File: src/rtl/mining_pkg.sv
// ============================================================================
//  Module      : mining_pkg
//  Description : Shared constants and types for the UART mining protocol:
//                header/nonce sizes, byte-index type, dispatcher state enum
//                and a small address range helper.
//  Revision    : 1.0 - initial release
// ============================================================================
`default_nettype none

package mining_pkg;

  // Bytes in one block header sent per job, and bytes in the nonce reply.
  localparam int HEADER_BYTES_C = 80;
  localparam int NONCE_BYTES_C  = 4;

  // Width of a header byte index (covers 0..127; only 0..79 are storage).
  localparam int BYTE_IDX_W_C   = 7;

  typedef logic [BYTE_IDX_W_C-1:0] byte_idx_t;

  // Dispatcher control states.
  typedef enum logic [2:0] {
    ST_IDLE      = 3'd0,
    ST_ISSUE     = 3'd1,
    ST_WAIT_BUSY = 3'd2,
    ST_WAIT_IDLE = 3'd3,
    ST_RX_NONCE  = 3'd4,
    ST_FINISH    = 3'd5
  } disp_state_e;

  // True when a byte index addresses a real entry of a buffer of 'depth' bytes.
  function automatic logic idx_in_range(input byte_idx_t idx, input int depth);
    return (int'(idx) < depth);
  endfunction

endpackage

`default_nettype wire

File: src/rtl/header_buffer.sv
// ============================================================================
//  Module      : header_buffer
//  Description : DEPTH x 8 register file, one synchronous write port and one
//                asynchronous read port. Writes to indices >= DEPTH are
//                dropped; reads from such indices return zero. Contents are
//                never cleared by reset.
//  Revision    : 1.0 - initial release
// ============================================================================
`default_nettype none

module header_buffer
  import mining_pkg::*;
#(
  parameter int DEPTH = HEADER_BYTES_C
) (
  input  logic       clk,
  input  logic       wr_en_i,
  input  byte_idx_t  wr_addr_i,
  input  logic [7:0] wr_data_i,
  input  byte_idx_t  rd_addr_i,
  output logic [7:0] rd_data_o
);

  logic [7:0] mem_q [DEPTH];

  logic w_wr_ok;
  logic w_rd_ok;

  assign w_wr_ok = wr_en_i && idx_in_range(wr_addr_i, DEPTH);
  assign w_rd_ok = idx_in_range(rd_addr_i, DEPTH);

  // Store a header byte when the write index lands inside the buffer.
  always_ff @(posedge clk) begin
    if (w_wr_ok) begin
      mem_q[wr_addr_i] <= wr_data_i;
    end
  end

  assign rd_data_o = w_rd_ok ? mem_q[rd_addr_i] : 8'h00;

endmodule

`default_nettype wire

File: src/rtl/work_dispatcher.sv
// ============================================================================
//  Module      : work_dispatcher
//  Description : Host-side initiator for the UART mining protocol. Holds one
//                block header, streams it byte 0 first through an external
//                uart_tx, then assembles the little-endian nonce reply
//                delivered by an external uart_rx.
//  Options     : DISPATCH_TIMEOUT_EN - abandon the reply wait after
//                TIMEOUT_CYCLES idle cycles and pulse 'timeout'.
//  Revision    : 1.0 - initial release
// ============================================================================
`default_nettype none

module work_dispatcher
  import mining_pkg::*;
#(
  parameter int          HEADER_BYTES   = HEADER_BYTES_C,
  parameter int          NONCE_BYTES    = NONCE_BYTES_C,
  parameter logic [31:0] TIMEOUT_CYCLES = 32'd500_000_000
) (
  input  logic        clk,
  input  logic        reset,
  input  logic        hdr_wr_en,
  input  logic [6:0]  hdr_wr_addr,
  input  logic [7:0]  hdr_wr_data,
  input  logic        go,
  output logic        busy,
  output logic [7:0]  tx_data,
  output logic        tx_start,
  input  logic        tx_busy,
  input  logic [7:0]  rx_data,
  input  logic        rx_ready,
  output logic [31:0] nonce,
  output logic        done,
  output logic        timeout
);

  localparam byte_idx_t  C_LAST_IDX  = 7'(HEADER_BYTES - 1);
  localparam logic [1:0] C_LAST_RCNT = 2'(NONCE_BYTES - 1);

  disp_state_e state_q;
  byte_idx_t   idx_q;
  logic [1:0]  rcnt_q;
  logic [31:0] shift_q;
  logic [31:0] shift_d;
  logic [31:0] nonce_q;
  logic [7:0]  tx_data_q;
  logic        tx_start_q;
  logic        busy_q;
  logic        done_q;
  logic [7:0]  w_hdr_byte;

  // --------------------------------------------------------------------------
  // Header storage: host writes land here at any time; the FSM reads the byte
  // at idx_q at the moment it is issued, so late writes to unsent bytes count.
  // --------------------------------------------------------------------------
  header_buffer #(
    .DEPTH (HEADER_BYTES)
  ) u_header_buffer (
    .clk       (clk),
    .wr_en_i   (hdr_wr_en),
    .wr_addr_i (hdr_wr_addr),
    .wr_data_i (hdr_wr_data),
    .rd_addr_i (idx_q),
    .rd_data_o (w_hdr_byte)
  );

  // Nonce shift value with the incoming reply byte placed at its little-endian slot.
  always_comb begin
    shift_d = shift_q;
    shift_d[{rcnt_q, 3'b000} +: 8] = rx_data;
  end

`ifdef DISPATCH_TIMEOUT_EN
  // The pulse is raised on the same edge that the counter reaches its terminal
  // value TIMEOUT_CYCLES-1, so it is compared one count early here.
  localparam logic [31:0] C_TO_PRE = TIMEOUT_CYCLES - 32'd2;

  logic [31:0] cnt_q;
  logic        timeout_q;
`else
  logic w_unused_timeout;
  assign w_unused_timeout = ^TIMEOUT_CYCLES;
`endif

  // Dispatcher FSM: header issue handshake, reply collection, registered outputs.
  always_ff @(posedge clk) begin
    if (reset) begin
      state_q    <= ST_IDLE;
      idx_q      <= '0;
      rcnt_q     <= '0;
      shift_q    <= '0;
      nonce_q    <= '0;
      tx_data_q  <= '0;
      tx_start_q <= 1'b0;
      busy_q     <= 1'b0;
      done_q     <= 1'b0;
`ifdef DISPATCH_TIMEOUT_EN
      cnt_q      <= '0;
      timeout_q  <= 1'b0;
`endif
    end else begin
      // Strobes default low so each is exactly one cycle wide.
      tx_start_q <= 1'b0;
      done_q     <= 1'b0;
`ifdef DISPATCH_TIMEOUT_EN
      timeout_q  <= 1'b0;
`endif
      case (state_q)
        ST_IDLE: begin
          if (go) begin
            state_q <= ST_ISSUE;
            idx_q   <= '0;
            busy_q  <= 1'b1;
          end
        end

        ST_ISSUE: begin
          // Only hand a byte to the transmitter once it is free.
          if (!tx_busy) begin
            tx_data_q  <= w_hdr_byte;
            tx_start_q <= 1'b1;
            state_q    <= ST_WAIT_BUSY;
          end
        end

        ST_WAIT_BUSY: begin
          // Wait for the transmitter to acknowledge the start strobe.
          if (tx_busy) begin
            state_q <= ST_WAIT_IDLE;
          end
        end

        ST_WAIT_IDLE: begin
          if (!tx_busy) begin
            if (idx_q == C_LAST_IDX) begin
              state_q <= ST_RX_NONCE;
              rcnt_q  <= '0;
              shift_q <= '0;
`ifdef DISPATCH_TIMEOUT_EN
              cnt_q   <= '0;
`endif
            end else begin
              idx_q   <= idx_q + 7'd1;
              state_q <= ST_ISSUE;
            end
          end
        end

        ST_RX_NONCE: begin
          // A received byte always takes priority over the wait limit.
          if (rx_ready) begin
            shift_q <= shift_d;
            rcnt_q  <= rcnt_q + 2'd1;
`ifdef DISPATCH_TIMEOUT_EN
            cnt_q   <= '0;
`endif
            if (rcnt_q == C_LAST_RCNT) begin
              state_q <= ST_FINISH;
            end
          end
`ifdef DISPATCH_TIMEOUT_EN
          else if (cnt_q == C_TO_PRE) begin
            cnt_q     <= cnt_q + 32'd1;
            timeout_q <= 1'b1;
            busy_q    <= 1'b0;
            state_q   <= ST_IDLE;
          end else begin
            cnt_q <= cnt_q + 32'd1;
          end
`endif
        end

        ST_FINISH: begin
          nonce_q <= shift_q;
          done_q  <= 1'b1;
          busy_q  <= 1'b0;
          state_q <= ST_IDLE;
        end

        default: begin
          busy_q  <= 1'b0;
          state_q <= ST_IDLE;
        end
      endcase
    end
  end

  assign busy     = busy_q;
  assign tx_data  = tx_data_q;
  assign tx_start = tx_start_q;
  assign nonce    = nonce_q;
  assign done     = done_q;

`ifdef DISPATCH_TIMEOUT_EN
  assign timeout  = timeout_q;
`else
  assign timeout  = 1'b0;
`endif

endmodule

`default_nettype wire

File: config.mk
export PLATFORM = sky130hd
export DESIGN_NAME = work_dispatcher
export DESIGN_NICKNAME = d
export VERILOG_FILES = /design/src/rtl/mining_pkg.sv /design/src/rtl/header_buffer.sv /design/src/rtl/work_dispatcher.sv
export SDC_FILE = /design/constraint.sdc
export NUM_CORES = 1
export LEC_CHECK = 0
export CORE_MARGIN = 2
export CORE_UTILIZATION = 45
export CTS_BUF_LIST = sky130_fd_sc_hd__clkbuf_2 sky130_fd_sc_hd__clkbuf_4 sky130_fd_sc_hd__clkbuf_8
export CTS_CLUSTER_DIAMETER = 80
export CTS_CLUSTER_SIZE = 20
export DETAILED_ROUTE_END_ITERATION = 12
export PLACE_DENSITY = 0.72
export SETUP_SLACK_MARGIN = 0.15
export SYNTH_ARGS = -nofsm -noshare
export SYNTH_HDL_FRONTEND = slang
export SYNTH_SLANG_ARGS = --single-unit
File: constraint.sdc
create_clock -name clk -period 2.8 [get_ports clk]
set_clock_uncertainty 0.05 [all_clocks]
set_input_delay 0.56 -clock clk [delete_from_list [all_inputs] [get_ports clk]]
set_output_delay 0.56 -clock clk [all_outputs]
set_load 0.01 [all_outputs]
* Word-level counts from Yosys, hierarchy flattened
Memory sizes are Yosys's and may differ from the RTL's. A register that Yosys moved wholly into a read port is not among the register bits.
Index checks and enable logic that the tools add are counted.
W data, S select, Z words.
** Storage, ports and cells
- Register bits after elaboration :: 87
- Latch bits :: 0
- Memory bits (writable) :: 640
- ROM bits :: 0
- Input bits :: 29
- Output and inout port bits :: 44
- Memories :: 1
** Operators by class
- Add/sub/neg operators :: 3
- Multipliers :: 0
- Div/mod/pow operators :: 0
- Order comparisons :: 2
- Equal/unequal tests :: 15
- Shift-type cells :: 2
- Mux-type cells :: 30
- Bitwise logic cells :: 3
- Reduce and logical (&&, ||, !) cells :: 11
** Memory list
- u_header_buffer.mem_q :: words 80, bits a word 8, read ports 1, clocked after memory_dff 1, wr ports 1, line header_buffer.sv:24 : logic [7:0] mem_q [DEPTH];
** Operator list (number)
- $mux W32 :: 3
- $pmux W32 S2 :: 1
- $mux W7 :: 5
- $bwmux W32 :: 1
- $shift A8 B7 Y32 const A :: 1
- $shiftx A8 B7 Y32 :: 1
- $mux W3 :: 7
- $ne A2 B2 Y1 const B :: 8
- $pmux W3 S5 :: 1
- $lt A7 B7 Y1 const B :: 2
- $pmux W7 S2 :: 1
- $mux W8 :: 1
- $reduce_and A4 Y1 :: 2
- $add A7 B1 Y7 const B :: 1
- $eq A7 B7 Y1 const B :: 1
- $neg A5 Y7 :: 1
- $eq A3 B2 Y1 const B :: 2
- $eq A3 B3 Y1 const B :: 2
- $mux W2 :: 3
- $reduce_and A6 Y1 :: 1
- $mux W1 :: 5
- $pmux W2 S2 :: 1
- $reduce_and A2 Y1 :: 2
- $reduce_bool A2 Y1 :: 2
- other kinds (9) :: 11

* Longest topological paths before layout
- Depth after elaboration :: 6
- Mapped depth :: 10
- Depth with buffers taken out :: 7

* Cells and area by module
Synthesis repeated with hierarchy kept, for this count alone.
** Second synthesis, totals
- Cells, all modules :: 1614
- Area total of the unflattened synthesis :: 28622.5 µm²
** By module, submodules not included
- header_buffer :: instances 1, cells an instance 1164, area each 24902.6 µm², seq. area each 19218.4 µm²
- work_dispatcher :: instances 1, cells an instance 450, area each 3719.8 µm², seq. area each 1741.7 µm²

* Worst setup path after synthesis
Ideal clock, no wire load.
- Path type :: input port to flip-flop
- Start :: input port hdr_wr_addr[4]
- End :: memory u_header_buffer.mem_q[26][0], enable pin
- Data arrival time :: 1691 ps
- Required time :: 2380 ps
- Setup slack :: 688 ps
- Stages on the path :: 5
- Cells stage by stage :: o21ai_0 > nand2_1 > nor2_1 > nand3b_1 > nor2_1
** On the way
- Cells in the longest elaborated chain, start to end :: 4
** Ends and longest elaborated chain
- start, declared :: line work_dispatcher.sv:23 : input logic [6:0] hdr_wr_addr,
- $lt A7 B7 Y1 :: line mining_pkg.sv:33 : return (int'(idx) < depth);
- $logic_and A1 B1 Y1 :: line header_buffer.sv:29 : assign w_wr_ok = wr_en_i && idx_in_range(wr_addr_i, DEPTH);
- $mux W1 :: line header_buffer.sv:34 : if (w_wr_ok) begin
- $mux W1 (implied by the code) :: line header_buffer.sv:35 : mem_q[wr_addr_i] <= wr_data_i;
- end, declared :: line header_buffer.sv:24
Parallel ways exist; a longest one is shown, timed or not.

==> run_summary.xml <==
<?xml version="1.0" encoding="UTF-8"?>
<metrics>
  <group name="outcome">
    <metric name="status" unit="">finished clean</metric>
  </group>
  <group name="finish">
    <metric name="fillerInstances" unit="">5082</metric>
    <metric name="drive_gt1_frac" unit="">0.213</metric>
    <metric name="layoutNonFillerInstCount" unit="">2751</metric>
    <metric name="diodes" unit="">0</metric>
    <metric name="stdcell_area" unit="um^2">32500</metric>
    <metric name="layout-area-overhead-vs-synth" unit="%">13.0</metric>
    <metric name="finish.net_count" unit="">1904</metric>
  </group>
  <group name="clock_network">
    <metric name="cts_root_buffer" unit="">sky130_fd_sc_hd__clkbuf_8</metric>
    <metric name="cts_tree" unit="">done</metric>
    <metric name="postCtsHoldBufs" unit="">0</metric>
    <metric name="clk_pin_slew_worst_paths" unit="ps">120</metric>
    <metric name="clock_tree.buffer_depth" unit="">3</metric>
    <metric name="clock_sinks" unit="">734</metric>
    <metric name="cts.htree.levels" unit="">2</metric>
    <metric name="worst_skew_pair.late_latency" unit="ps">670</metric>
    <metric name="tritoncts.num_buffers" unit="">44</metric>
  </group>
  <group name="floorplanning">
    <metric name="design.die.area" unit="um^2">66000</metric>
    <metric name="pin_count" unit="">73</metric>
    <metric name="design.core.area" unit="um^2">63100</metric>
    <metric name="fp.dieW" unit="um">257</metric>
    <metric name="rows" unit="">92</metric>
    <metric name="initial_core_util" unit="">0.456</metric>
    <metric name="dieHeight" unit="um">257</metric>
  </group>
  <group name="synthesis">
    <metric name="synth.cell_area" unit="um^2">28800</metric>
    <metric name="synthArstFlopShare" unit="">0</metric>
    <metric name="postSynth.topFlopCell" unit="">sky130_fd_sc_hd__edfxtp_1</metric>
    <metric name="postSynthCellCount" unit="">1658</metric>
    <metric name="count_of_cell_types_in_the_netlist" unit="">58</metric>
    <metric name="ys_seq_elements" unit="">734</metric>
    <metric name="yosys_warnings" unit="">0</metric>
    <metric name="avgSynthCellArea" unit="um^2">17.3</metric>
    <metric name="number_of_enable_type_register_cells_in_the_synthesized_netlist" unit="">640</metric>
    <metric name="synthesis.nets" unit="">1693</metric>
    <metric name="yosysSeqAreaShare" unit="">0.734</metric>
  </group>
  <group name="placement">
    <metric name="gpl.final_weighted_congestion" unit="">0.876</metric>
    <metric name="detailed_place_hpwl" unit="mm">41.7</metric>
    <metric name="placement.io_buffers" unit="">71</metric>
    <metric name="placement.cell_area" unit="um^2">31500</metric>
    <metric name="dp.cells" unit="">2666</metric>
  </group>
  <group name="sta">
    <metric name="rsz_0062_raised_after_global_routing" unit="">false</metric>
    <metric name="fin_setup_tns" unit="ps">0</metric>
    <metric name="tightestPinTransition" unit="ps">748</metric>
    <metric name="slew_viol_final" unit="">0</metric>
    <metric name="final.min_clock_period" unit="ps">2560</metric>
    <metric name="max_slew_margin" unit="">0.501</metric>
    <metric name="setup_viol_count_final" unit="">0</metric>
    <metric name="layout_worst_path_cycle_share" unit="">0.913</metric>
    <metric name="max_freq" unit="GHz">0.391</metric>
    <metric name="hold_viol" unit="">0</metric>
  </group>
  <group name="drt">
    <metric name="wl_per_cell" unit="um">23.5</metric>
    <metric name="initialDrtViolationCount" unit="">1775</metric>
    <metric name="routed_via_density" unit="">5.69</metric>
    <metric name="remaining_drc_errors" unit="">0</metric>
    <metric name="finalWirelength" unit="mm">64.7</metric>
    <metric name="final_ant_viol_nets" unit="">0</metric>
    <metric name="num_vias" unit="">15700</metric>
    <metric name="firstDrtPassIters" unit="">7</metric>
  </group>
  <group name="global_routing">
    <metric name="grt.met2_usage" unit="">0.314</metric>
    <metric name="globalRouteTotalUtil" unit="">0.196</metric>
    <metric name="grt_first_pass_wirelength" unit="mm">97.6</metric>
    <metric name="antenna_violations_before_repair" unit="">0</metric>
    <metric name="grt_util_met3" unit="">0.0316</metric>
    <metric name="first_global_vias" unit="">15700</metric>
    <metric name="largest_net_degree_at_the_start_of_global_routing" unit="">81</metric>
    <metric name="globalRouteOverflowTotal" unit="">0</metric>
    <metric name="top_usage_layer" unit="">met2</metric>
    <metric name="grt_util_met1" unit="">0.278</metric>
  </group>
  <group name="power_and_ir_drop">
    <metric name="total_leakage_power" unit="nW">9.95</metric>
    <metric name="vdd_drop_max" unit="uV">476</metric>
    <metric name="total_power" unit="mW">18.4</metric>
    <metric name="power.density" unit="nW/um^2">566</metric>
  </group>
  <group name="worst_setup_path">
    <metric name="worstSetupEndpointType" unit="">flop</metric>
    <metric name="crit_arrival" unit="ps">3090</metric>
    <metric name="max_stage_delay" unit="ps">650</metric>
    <metric name="worst_setup_path_start_kind" unit="">flop</metric>
    <metric name="crit_path_max_fanout" unit="">48</metric>
    <metric name="critical_path_class" unit="">reg -&gt; reg</metric>
    <metric name="cpMaxStageDelayCell" unit="">sky130_fd_sc_hd__dfxtp_4</metric>
    <metric name="crit_chain" unit="">buf_12 -&gt; mux4_2 -&gt; mux2_2 -&gt; o21ai_0 -&gt; a21oi_1 -&gt; a22o_1</metric>
    <metric name="worst_ep_required_time" unit="ps">3330</metric>
  </group>
  <group name="min_path">
    <metric name="worstHoldPathType" unit="">in -&gt; reg</metric>
  </group>
  <group name="job">
    <metric name="max_cap_violations" unit="">0</metric>
  </group>
</metrics>
cell type report:
type / instances / area [um^2] / share of cell area
clock buffers: 76 / 858 / 0.0264
clock inverters: 6 / 71.3 / 0.00219
inverters: 4 / 15.0 / 0.000462
multi-input cells: 833 / 7110 / 0.219
flip-flops and latches: 734 / 21100 / 0.650
well taps: 846 / 1060 / 0.0326
repair buffers: 252 / 2270 / 0.0698
power breakdown:
group | internal, mW | switching, mW
sequential | 11.9 | 0.0354
clock | 1.99 | 3.30
combinational | 0.517 | 0.639
sequential cells by signal, summed over array words and instances (netlist names), named ones only:
signal,flops
busy,1
done,1
idx_q,7
nonce,32
rcnt_q,2
shift_q,32
state_q,3
tx_data,8
tx_start,1
u_header_buffer.mem_q,640
logic make-up after synthesis:
logic type               after synthesis  share of synthesized area
AO/OA/AOI/OAI                        197                     0.0432
XOR/XNOR                               7                    0.00213
adder cells (fa/ha/maj)                6                    0.00261
buffers and inverters                 91                     0.0191
flip-flops                           734                      0.734
multiplexers                         266                      0.144
other                                  1                   0.000130
AND/OR/NAND/NOR                      356                     0.0554
final timing paths:
kind	start	end	slack (ps)	cells after the start
max reg2reg	flop	tx_data[0]	240	6
min reg2reg	shift_q[6]	nonce[6]	410	2
max	flop	tx_data[0]	240	6
min	hdr_wr_data[6]	u_header_buffer.mem_q[63][6]	340	2
cell usage in the layout, fill, tap and decap left out, types with 4 or more instances in the layout:
cell type and instances:
sky130_fd_sc_hd__a22oi_1 36, sky130_fd_sc_hd__inv_1 4, sky130_fd_sc_hd__dfxtp_1 90, sky130_fd_sc_hd__a211oi_1 7
sky130_fd_sc_hd__nand2_1 133, sky130_fd_sc_hd__and4_1 6, sky130_fd_sc_hd__mux2_2 12, sky130_fd_sc_hd__ha_1 6
sky130_fd_sc_hd__nor2_1 113, sky130_fd_sc_hd__o21ai_1 6, sky130_fd_sc_hd__mux4_2 114, sky130_fd_sc_hd__nand3b_1 6
sky130_fd_sc_hd__buf_4 161, sky130_fd_sc_hd__clkdlybuf4s50_1 62, sky130_fd_sc_hd__a221oi_1 7, sky130_fd_sc_hd__o21ai_0 12
sky130_fd_sc_hd__nor2b_1 19, sky130_fd_sc_hd__clkbuf_8 46, sky130_fd_sc_hd__a21oi_1 91, sky130_fd_sc_hd__xor2_1 4
sky130_fd_sc_hd__a31oi_1 5, sky130_fd_sc_hd__buf_12 19, sky130_fd_sc_hd__nand3_1 43, sky130_fd_sc_hd__mux2i_1 138
sky130_fd_sc_hd__edfxtp_1 640, sky130_fd_sc_hd__nand4_1 4, sky130_fd_sc_hd__buf_2 9, sky130_fd_sc_hd__a22o_1 4
sky130_fd_sc_hd__clkbuf_4 30, sky130_fd_sc_hd__nand2b_1 16
Yosys cell counts, types with 3 or more instances:
cell	number	share of area
sky130_fd_sc_hd__a211oi_1	7	0.0018
sky130_fd_sc_hd__a21o_1	3	0.00078
sky130_fd_sc_hd__a21oi_1	91	0.016
sky130_fd_sc_hd__a221oi_1	7	0.0021
sky130_fd_sc_hd__a22o_1	4	0.0012
sky130_fd_sc_hd__a22oi_1	36	0.0094
sky130_fd_sc_hd__a31oi_1	5	0.0011
sky130_fd_sc_hd__and2_1	4	0.00087
sky130_fd_sc_hd__and4_1	6	0.0018
sky130_fd_sc_hd__buf_1	4	0.00052
sky130_fd_sc_hd__buf_12	4	0.0028
sky130_fd_sc_hd__buf_2	24	0.0042
sky130_fd_sc_hd__buf_4	10	0.0026
sky130_fd_sc_hd__buf_6	7	0.0027
sky130_fd_sc_hd__clkbuf_1	36	0.0047
sky130_fd_sc_hd__dfxtp_1	94	0.065
sky130_fd_sc_hd__edfxtp_1	640	0.67
sky130_fd_sc_hd__ha_1	6	0.0026
sky130_fd_sc_hd__inv_1	4	0.00052
sky130_fd_sc_hd__mux2_2	12	0.0047
sky130_fd_sc_hd__mux2i_1	138	0.048
sky130_fd_sc_hd__mux4_2	114	0.089
sky130_fd_sc_hd__nand2_1	133	0.017
sky130_fd_sc_hd__nand2b_1	16	0.0035
sky130_fd_sc_hd__nand3_1	43	0.0075
sky130_fd_sc_hd__nand3b_1	6	0.0016
sky130_fd_sc_hd__nand4_1	4	0.00087
sky130_fd_sc_hd__nor2_1	113	0.015
sky130_fd_sc_hd__nor2b_1	19	0.0041
sky130_fd_sc_hd__nor3_1	3	0.00052
sky130_fd_sc_hd__nor4_1	3	0.00065
sky130_fd_sc_hd__o211ai_1	3	0.00078
sky130_fd_sc_hd__o21a_1	3	0.00078
sky130_fd_sc_hd__o21ai_0	13	0.0023
sky130_fd_sc_hd__o21ai_1	5	0.00087
sky130_fd_sc_hd__o22a_1	3	0.00091
sky130_fd_sc_hd__o31ai_1	3	0.00078
sky130_fd_sc_hd__xnor2_1	3	0.00091
sky130_fd_sc_hd__xor2_1	4	0.0012
metrics by stage:
stage                util  hold slack [ps]  setup WS, ps
floorplan               -              382           688
global placement    0.500              390          -149
detailed placement  0.500              396          -153
CTS                 0.515              323           231
global route        0.515              335           161
finish              0.515              341           244
worst max-delay path: cells and delay by family, from the launching register on:
| family | cells | cell delay (ps) |
|---|---|---|
| AO/OA/AOI/OAI | 3 | 760 |
| buffers and inverters | 1 | 340 |
| flip-flops | 1 | 650 |
| multiplexers | 2 | 630 |
metal layers:
metal / part of all wire / up-vias
met3: 0.078 / 121
met5: 0 / -
met2: 0.47 / 684
li1: - / 6890
met1: 0.42 / 7968
met4: 0.028 / 0
timing repair:
action / 4_1_cts / 5_1_grt
gates resized for setup: 2 / 0
setup buffers: 3 / 0
endpoints found under the setup margin: 8 / 0
No activity file was read; power rests on OpenSTA's default activity.
